===== src/rtl/fetch_queue.sv =====
// Instruction-fetch front end: PC generator feeding a DEPTH-entry prefetch queue
// with branch-redirect flush, committed halt and fetch-side halt on HALT_OP.
module fetch_queue #(
  parameter int         PC_W     = 8,
  parameter int         INSTR_W  = 32,
  parameter int         DEPTH    = 4,
  parameter int         RESET_PC = 0,
  parameter int         PC_STEP  = 4,
  parameter logic [6:0] HALT_OP  = 7'h7F
) (
  input  logic                         clk,
  input  logic                         rst_n,
  output logic [PC_W-1:0]              imem_addr,
  input  logic [INSTR_W-1:0]           imem_data,
  input  logic                         redirect_valid,
  input  logic [PC_W-1:0]              redirect_pc,
  input  logic                         halt,
  output logic                         out_valid,
  output logic [PC_W-1:0]              out_pc,
  output logic [INSTR_W-1:0]           out_instr,
  input  logic                         out_ready,
  output logic [$clog2(DEPTH+1)-1:0]   count,
  output logic                         full,
  output logic                         halted
);

  localparam int AW = $clog2(DEPTH);
  localparam int CW = $clog2(DEPTH+1);

  logic [PC_W-1:0]    fetch_pc_q, fetch_pc_d;
  logic [AW-1:0]      rd_q, rd_d, wr_q, wr_d;
  logic [CW-1:0]      count_q, count_d;
  logic               halted_q, halted_d;
  logic               fetch_stop_q, fetch_stop_d;
  logic [PC_W-1:0]    mem_pc_q    [DEPTH];
  logic [PC_W-1:0]    mem_pc_d    [DEPTH];
  logic [INSTR_W-1:0] mem_instr_q [DEPTH];
  logic [INSTR_W-1:0] mem_instr_d [DEPTH];

  logic pop;
  logic can_push;
  logic push;

  assign out_valid = (count_q != '0);
  assign out_pc    = mem_pc_q[rd_q];
  assign out_instr = mem_instr_q[rd_q];
  assign count     = count_q;
  assign full      = (count_q == CW'(DEPTH));
  assign halted    = halted_q;
  assign imem_addr = fetch_pc_q;

  always_comb begin
    pop          = out_valid & out_ready;
    can_push     = ~halted_q & ~fetch_stop_q & ((count_q < CW'(DEPTH)) | pop);
    push         = can_push & ~redirect_valid;
    fetch_pc_d   = fetch_pc_q;
    rd_d         = rd_q;
    wr_d         = wr_q;
    count_d      = count_q;
    fetch_stop_d = fetch_stop_q;
    halted_d     = halted_q | halt;
    mem_pc_d     = mem_pc_q;
    mem_instr_d  = mem_instr_q;

    if (redirect_valid) begin
      // Flush wins over everything; the head is dropped even if decode took it.
      rd_d         = '0;
      wr_d         = '0;
      count_d      = '0;
      fetch_pc_d   = redirect_pc;
      fetch_stop_d = 1'b0;
    end else begin
      if (push) begin
        mem_pc_d[wr_q]    = fetch_pc_q;
        mem_instr_d[wr_q] = imem_data;
        wr_d              = wr_q + AW'(1);
        fetch_pc_d        = fetch_pc_q + PC_W'(PC_STEP);
        if (imem_data[6:0] == HALT_OP) fetch_stop_d = 1'b1;
      end
      if (pop) rd_d = rd_q + AW'(1);
      count_d = count_q + CW'(push) - CW'(pop);
    end
  end

  always_ff @(posedge clk or negedge rst_n) begin
    if (!rst_n) begin
      fetch_pc_q   <= PC_W'(RESET_PC);
      rd_q         <= '0;
      wr_q         <= '0;
      count_q      <= '0;
      halted_q     <= 1'b0;
      fetch_stop_q <= 1'b0;
      for (int i = 0; i < DEPTH; i++) begin
        mem_pc_q[i]    <= '0;
        mem_instr_q[i] <= '0;
      end
    end else begin
      fetch_pc_q   <= fetch_pc_d;
      rd_q         <= rd_d;
      wr_q         <= wr_d;
      count_q      <= count_d;
      halted_q     <= halted_d;
      fetch_stop_q <= fetch_stop_d;
      mem_pc_q     <= mem_pc_d;
      mem_instr_q  <= mem_instr_d;
    end
  end

endmodule


===== config.mk =====
export PLATFORM = sky130hd
export DESIGN_NAME = fetch_queue
export DESIGN_NICKNAME = d
export VERILOG_FILES = /design/src/rtl/fetch_queue.sv
export SDC_FILE = /design/constraint.sdc
export NUM_CORES = 1
export LEC_CHECK = 0
export ABC_CLOCK_PERIOD_IN_PS = 5400
export BUFFER_PORTS_ARGS = -buffer_cell sky130_fd_sc_hd__buf_2
export CAP_MARGIN = 15
export CELL_PAD_IN_SITES_DETAIL_PLACEMENT = 0
export CELL_PAD_IN_SITES_GLOBAL_PLACEMENT = 1
export CORE_MARGIN = 8
export CORE_UTILIZATION = 45
export CTS_CLUSTER_DIAMETER = 150
export DETAILED_ROUTE_END_ITERATION = 10
export PLACE_DENSITY_LB_ADDON = 0.12
export SETUP_SLACK_MARGIN = 0.2
export SLEW_MARGIN = 10
export SYNTH_ARGS = -nofsm -noshare
export SYNTH_HDL_FRONTEND = slang
export SYNTH_SLANG_ARGS = --single-unit
export TNS_END_PERCENT = 10

===== constraint.sdc =====
create_clock -name clk -period 5.4 [get_ports clk]
set_clock_uncertainty 0.2 [all_clocks]
set_input_delay 0.81 -clock clk [delete_from_list [all_inputs] [get_ports clk]]
set_output_delay 0.81 -clock clk [all_outputs]
set_load 0.01 [all_outputs]

==> results.toml, run 1 <==
[status]
status = "finished, final reports clean"

[sta]
fin_crit_ns = 3.30
max_slew_margin = 0.369
min_period_over_period = 0.611
max_freq_mhz = 303
finalHoldViolCount = 0
rsz0062_at_grt = "false"
setup_viol = 0
tns_ns = 0
setup_ws_ns = 2.10
whs_ns = 0.226
timing.final.max_slew_violations = 0
worstMarginPinSlew_ns = 0.947

[synthesis]
synth_fp_nets = 542
postSynth.asyncResetShare = 1.00
yosys_warnings = 0
synth_edf_count = 0
synth_area_leaders = "dfrtp_1 55%, mux2_2 17%, mux4_2 11%"
synth_largest_area_cell = "dfrtp_1"
synth_seq_area_share = 0.550
synthCells = 489
synth_flop_cell = "dfrtp_1"
synth.cell_area_um2 = 8060
synth_top_area_frac = 0.550
ys_types = 38
synth_area_per_cell_um2 = 16.5
synth_seq_cells = 177

[setup_path]
max_stage_delay_ns = 1.03
path_class = "reg -> out"
cp_slowest_cell = "dfrtp_4"
end_kind = "primary output"
cp_cell_sequence = "mux4_2 -> buf_2"
cp.required_ns = 4.39
cp_max_fo = 42
arrival_ns = 2.29
r2r_slack_ns = 2.82
worstRegToRegCells = 4
start_kind = "register"

[final_layout]
diodes = 0
fillers = 1535
drive_gt1_frac = 0.576
area_growth_pct = 14.6
layout_commonest_cell = "dfrtp_1"
layout_common_cells = "175 x dfrtp_1, 122 x mux2_2, 97 x buf_2"
seq_area_um2 = 4430
final_nets = 633
layoutNonFillerInstCount = 821
multi_input_area_um2 = 3370

[clocking]
tritoncts = "yes"
cts_buffers = 17
cts-hold-fix-buffers = 0
cts-htree-levels = 4
cts_num_sinks = 177
cts_repair_resize_count = 0
clock_latency_ns = 0.42
clk_pin_slew_worst_paths_ns = 0.06
clockBufferDepth = 2
cts-root-buf = "clkbuf_16"
postCtsSetupRepairBufs = 0

[detailed_routing]
via_count = 4497
drt_iter0_markers = 177
ant_nets = 0
routed_wl_um = 17500
drc_errors = 0
wire_per_inst_um = 21.3
via_per_inst = 5.48
first_pass_iters = 4

[global_route]
antenna_found_initial = 0
grt_pass1_vias = 5095
grt_max_degree = 95
grt_first_pass_wirelength_um = 28700
overflow = 0
grt_usage = 0.167

[floorplan]
die_w_um = 150
die-area_um2 = 22400
fp.dieH_um = 150
start_util = 0.453
core-area_um2 = 17800
io_pins = 99
num_rows = 49

[pwr]
p_leak_nw = 4.51
peakVddDrop_v = 0.000390
p_per_area_nw_per_um2 = 347

[placement]
io_buffers = 98
dp_hpwl_um = 11000
preCtsSetupSlack_ns = 2.09
dp.cells = 790
place.gp.congestion = 0.732

[run]
maxCapViolCount = 0

[hold_path]
hold_path.class = "in -> async"
[synthesized netlist by cell type, types with 2 or more instances]
cell,count
o311ai_0,3
nand3_1,7
buf_6,3
clkbuf_1,3
mux2_2,122
o31ai_1,2
or4_1,3
or3_1,2
ha_1,7
buf_12,4
a21oi_1,2
xnor2_1,2
mux2_4,40
mux4_2,40
nor2b_1,2
dfrtp_1,177
buf_1,4
nand4_1,5
nor3_1,2
xor2_1,2
buf_2,18
nand2_1,2
o21ai_0,4
nor2_1,9
inv_1,7
a31oi_1,5
[area by class of cell]
type / count / share of cell area
tap: 229 / 0.0310
clock inverter: 12 / 0.0145
multi-input combinational: 273 / 0.365
inverter: 7 / 0.00284
sequential: 177 / 0.480
timing repair buffer: 104 / 0.0586
clock buffer: 19 / 0.0479
[where the power goes]
part           switching (mW)  leakage (nW)  internal (mW)  total (mW)
combinational           0.207          1.82          0.267       0.474
clock                   0.512         0.280          0.694        1.21
sequential              0.148          2.41           1.38        1.53
total                   0.867          4.51           2.34        3.21
[critical path, delay by kind of cell, from the launching register on]
kind	cells	cell delay, ns
muxes	1	0.65
buffers and inverters	1	0.17
DFF	1	1.03
[sequential cells by signal, indices dropped and copies added, names as in the netlist]
signal and flops:
fetch_stop_q 1, rd_q 2, count 3, mem_pc_q 32, imem_addr 8, halted 1, wr_q 2, mem_instr_q 128
[logic make-up after synthesis]
kind of cell               share of synthesized area
muxes                                          0.357
AOI/OAI and AO/OA                             0.0148
xor gates and xnor gates                     0.00435
and+or+nand+nor                               0.0292
DFF                                            0.550
buffers and inverters                         0.0318
adders and majority gates                     0.0134
[path summary, 6_finish.rpt]
kind,endpoint,from
max,out_pc[5],rd_q[0]
min,mem_instr_q[57],rst_n
max in group asynchronous,mem_pc_q[4],rst_n
max reg2reg,mem_instr_q[72],halted
min reg2reg,mem_pc_q[6],mem_pc_q[6]
min in group clk,mem_pc_q[6],mem_pc_q[6]
[layer usage]
metal / vias up / global-route usage / wire, um
met2: 84 / 0.266 / 8550
met3: 17 / 0.0363 / 628
met4: 0 / 0.0565 / 232
met5: - / 0 / 0
li1: 2007 / - / -
met1: 2389 / 0.223 / 8040
[through the flow]
| step | util | cell area, um^2 | power [mW] |
|---|---|---|---|
| floorplan | - | 8060 | 1.82 |
| global placement | 0.487 | 8660 | 2.03 |
| detailed placement | 0.487 | 8660 | 2.04 |
| CTS | 0.520 | 9240 | 3.26 |
| global route | 0.520 | 9240 | 3.36 |
| finish | 0.520 | 9240 | 3.21 |
Note: power is estimated with default switching activity, not from simulation.
==> inputs of run 2 (changes only) <==
ABC_CLOCK_PERIOD_IN_PS = 3400   (was 5400)
clock period = 3.4 ns   (was 5.4 ns; I/O delays follow)
==> results.toml, run 2 (synthesis gave the netlist of run 1 again) <==
[pwr]
p_int_mw = 3.98
peakVddDrop_v = 0.000353
p_per_area_nw_per_um2 = 572
power_mw = 5.40
p_leak_nw = 4.61
p_comb_frac = 0.162
power.switching_mw = 1.42
seqPwrFrac = 0.433
p_sw_frac = 0.263
clkPwrFrac = 0.405

[status]
status = "finished, final reports clean"

[setup_path]
arrival_ns = 2.13
path_class = "reg -> out"
rr_endpoint = "count[2]"
worstRegToRegCells = 9
r2r_slack_ns = 1.05
end_kind = "primary output"
reg2reg_from = "halted"
cp_max_fo = 21
start_kind = "register"
cp.required_ns = 2.69

[sta]
max_freq_mhz = 352
tns_ns = 0
finalHoldViolCount = 0
fin_crit_ns = 2.84
min_period_over_period = 0.836
max_slew_margin = 0.485
setup_viol = 0
timing.final.max_slew_violations = 0
rsz0062_at_grt = "false"
worstMarginPinSlew_ns = 0.771

[floorplan]
start_util = 0.453
io_pins = 99
die-area_um2 = 22400
fp.dieH_um = 150
num_rows = 49
core-area_um2 = 17800
die_w_um = 150

[detailed_routing]
ant_nets = 0
routed_wl_um = 17500
drt_iter0_markers = 181
first_pass_iters = 4
wire_per_inst_um = 21.1
via_count = 4583
drc_errors = 0
via_per_inst = 5.52

[final_layout]
layout_commonest_cell = "dfrtp_1"
final_nets = 642
fillers = 1487
seq_area_um2 = 4430
finalInstanceArea_um2 = 9450
layout_common_cells = "175 x dfrtp_1, 122 x mux2_2, 97 x buf_2"
largest_register_ffs = 128
largest-register = "mem_instr_q"
drive_gt1_frac = 0.583
diodes = 0
multi_input_area_um2 = 3370
area_growth_pct = 17.2

[run]
maxCapViolCount = 0

[placement]
dp_hpwl_um = 11400
place.gp.congestion = 0.749
placed_area_um2 = 8770
io_buffers = 98

[global_route]
overflow = 0
grt_max_degree = 81
grt_first_pass_wirelength_um = 29400
antenna_found_initial = 0
grt_usage = 0.170
grt_pass1_vias = 5180

[hold_path]
hold_path.class = "in -> reg"
whs_endpoint = "halted"
hold_path.startpoint = "halt"
whs_path_depth = 2

[clocking]
postCtsSetupRepairBufs = 0
cts_repair_resize_count = 0
cts_buffers = 17
clockBufferDepth = 2
cts-htree-levels = 4
tritoncts = "yes"
cts_num_sinks = 177
clk_pin_slew_worst_paths_ns = 0.07
cts-hold-fix-buffers = 1
clock_latency_ns = 0.43
cts-root-buf = "clkbuf_16"
==> run 2: power by group through the flow <==
| stage | Combinational (mW) | Clock [mW] | Sequential, mW |
|---|---|---|---|
| final | 0.875 | 2.19 | 2.34 |
| after global routing | 0.965 | 2.34 | 2.36 |
| after CTS | 0.906 | 2.25 | 2.34 |
| after detailed placement | 0.900 | 0 | 2.38 |
| after global placement | 0.896 | 0 | 2.37 |
| after floorplan | 0.602 | 0 | 2.29 |
==> run 2: per-stage QoR <==
stage                     instances  setup WS, ns  hold slack, ns  utilization
after global routing            831         0.442          0.0514        0.531
after detailed placement        798         0.735           0.288        0.493
final                           831         0.557          0.0711        0.531
after global placement          798         0.735           0.282        0.493
after CTS                       831         0.498          0.0449        0.531
after floorplan                 489          1.01          0.0144            -
==> run 2: area by class of cell <==
class | instances | area share
Multi-Input combinational cell | 273 | 0.357
Sequential cell | 177 | 0.469
Tap cell | 229 | 0.0303
Clock buffer | 18 | 0.0465
Inverter | 7 | 0.00278
Clock inverter | 14 | 0.0238
Timing Repair Buffer | 113 | 0.0701
==> run 2: critical path: stages (launching register included) <==
cell and delay (ns):
dfrtp_2 0.80, buf_4 0.36, mux4_2 0.37, buf_2 0.16
==> run 2: worst max path at each step <==
stage,start,end,slack (ns),depth (start not counted)
after floorplan,redirect_valid,count[2],1.01,10
after global placement,redirect_valid,count[2],0.74,10
after detailed placement,redirect_valid,count[2],0.74,10
after CTS,rd_q[0],out_pc[4],0.50,3
after global routing,rd_q[0],out_instr[19],0.44,3
final,rd_q[1],out_instr[19],0.56,3
==> run 2: metal layers <==
| layer | vias to the layer above | routed length, um | global-route usage |
|---|---|---|---|
| li1 | 2032 | - | - |
| met1 | 2461 | 8120 | 0.230 |
| met2 | 76 | 8490 | 0.265 |
| met3 | 14 | 745 | 0.0454 |
| met4 | 0 | 196 | 0.0485 |
| met5 | - | 0 | 0 |
==> inputs of run 3 (changes only) <==
ABC_CLOCK_PERIOD_IN_PS = 2860   (was 3400)
clock period = 2.86 ns   (was 3.4 ns; I/O delays follow)
==> results.toml, run 3 (synthesis gave the netlist of run 1 again) <==
[status]
status = "finished, final reports clean"

[sta]
setup_viol = 0
timing.final.max_slew_violations = 0
finalHoldViolCount = 0
rsz0062_at_grt = "false"
tns_ns = 0
fin_crit_ns = 2.51
whs_ns = 0.0221
min_period_over_period = 0.878
max_freq_mhz = 398
max_slew_margin = 0.487
worstMarginPinSlew_ns = 0.769

[pwr]
p_leak_nw = 4.61
seqPwrFrac = 0.445
power.switching_mw = 1.76
p_sw_frac = 0.286
clkPwrFrac = 0.368
p_int_mw = 4.38
p_per_area_nw_per_um2 = 648
peakVddDrop_v = 0.000395
p_comb_frac = 0.187

[setup_path]
cp_max_fo = 29
cp.required_ns = 2.23
crit_buf_inv = 2
crit_path_start = "rd_q[1]"
cp_slowest_cell = "dfrtp_2"
reg2reg_from = "count[2]"
path_class = "reg -> out"
r2r_slack_ns = 0.55
start_kind = "register"
cp_cell_sequence = "buf_12 -> mux4_2 -> buf_2"
end_kind = "primary output"
max_stage_delay_ns = 0.61
critPathTopFamily = "flip-flops"
arrival_ns = 1.88

[detailed_routing]
first_pass_iters = 4
via_count = 4611
routed_wl_um = 17600
wire_per_inst_um = 21.0
drc_errors = 0
drt_iter0_markers = 180
ant_nets = 0
via_per_inst = 5.50

[global_route]
antenna_found_initial = 0
grt_pass1_vias = 5259
overflow = 0
grt_max_degree = 82
grt_first_pass_wirelength_um = 28800
grt_usage = 0.167

[final_layout]
layoutNonFillerInstCount = 839
largest-register = "mem_instr_q"
layout_common_cells = "175 x dfrtp_1, 122 x mux2_2, 97 x buf_2"
area_growth_pct = 17.4
final_nets = 650
largest_register_ffs = 128
layout_commonest_cell = "dfrtp_1"
diodes = 0
drive_gt1_frac = 0.587

[run]
maxCapViolCount = 0

[floorplan]
die-area_um2 = 22400
start_util = 0.453
core-area_um2 = 17800
num_rows = 49
fp.dieH_um = 150
io_pins = 99
die_w_um = 150

[clocking]
clk_pin_slew_worst_paths_ns = 0.07
cts_num_sinks = 177
cts-htree-levels = 4
clockBufferDepth = 2
tritoncts = "yes"
cts_buffers = 17
clock_latency_ns = 0.43
cts-root-buf = "clkbuf_16"

[placement]
dp.cells = 802
place.gp.congestion = 0.750
dp_hpwl_um = 11500
io_buffers = 98

[hold_path]
hold_path.class = "in -> reg"
hold_path.startpoint = "redirect_pc[4]"
## run 3: changes by cell type in the layout (fill, tap and decap cells not counted), moves of 2 or more
cell,delta
inv_8,+2
buf_12,+3
buf_4,+4
inv_6,+3
bufinv_16,-5
clkinv_8,+2
## run 3: path summary, 6_finish.rpt
check / endpoint / cells past startpoint
setup / recovery: out_pc[4] / 3
hold / removal: imem_addr[4] / 3
hold reg to reg: mem_pc_q[28] / 1
max in group asynchronous: mem_instr_q[115] / 3
min in group asynchronous: mem_instr_q[119] / 2
setup reg to reg: count[2] / 9
## run 3: layer usage
layer,share of wire,GRT usage
met3,0.052,0.0463
met2,0.49,0.273
met4,0.0099,0.0470
met5,0,0
met1,0.45,0.214
## run 3: final cells by class
class / instances / area (um^2)
Multi-Input combinational cell: 273 / 3370
Fill cell: 1488 / 8320
Sequential cell: 177 / 4430
Timing Repair Buffer: 121 / 762
Tap cell: 229 / 287
Clock buffer: 18 / 439
Inverter: 7 / 26.3
Clock inverter: 14 / 143
## run 3: through the flow
step	utilization	total power, mW	setup slack, ns	cell area (um^2)
floorplan	-	3.44	0.554	8060
global placement	0.497	3.91	0.506	8840
detailed placement	0.497	3.93	0.457	8840
CTS	0.532	6.23	0.309	9460
global route	0.532	6.43	0.289	9460
finish	0.532	6.14	0.349	9460
## run 3: worst reg2reg max path, cell delays in order, from the launching register on
cell	delay [ns]
dfrtp_1	0.45
nand2b_1	0.29
nand3_1	0.13
ha_1	0.28
inv_1	0.06
ha_1	0.12
inv_1	0.04
fa_1	0.38
xnor2_1	0.19
nor2_1	0.05
## run 3: what timing repair did
item / CTS / global route
hold endpoints to repair: 79 / 0
resized for setup: 0 / 0
hold buffers: 2 / 0
setup buffers: 3 / 0
setup endpoints to repair: 19 / 0
## run 3: power by group through the flow
stage	sequential (mW)	combinational, mW	clock [mW]
4_1_cts	2.73	1.18	2.32
5_1_grt	2.75	1.25	2.43
3_5_place_dp	2.82	1.11	0
6_report	2.73	1.15	2.26
2_1_floorplan	2.72	0.715	0
3_3_place_gp	2.81	1.09	0
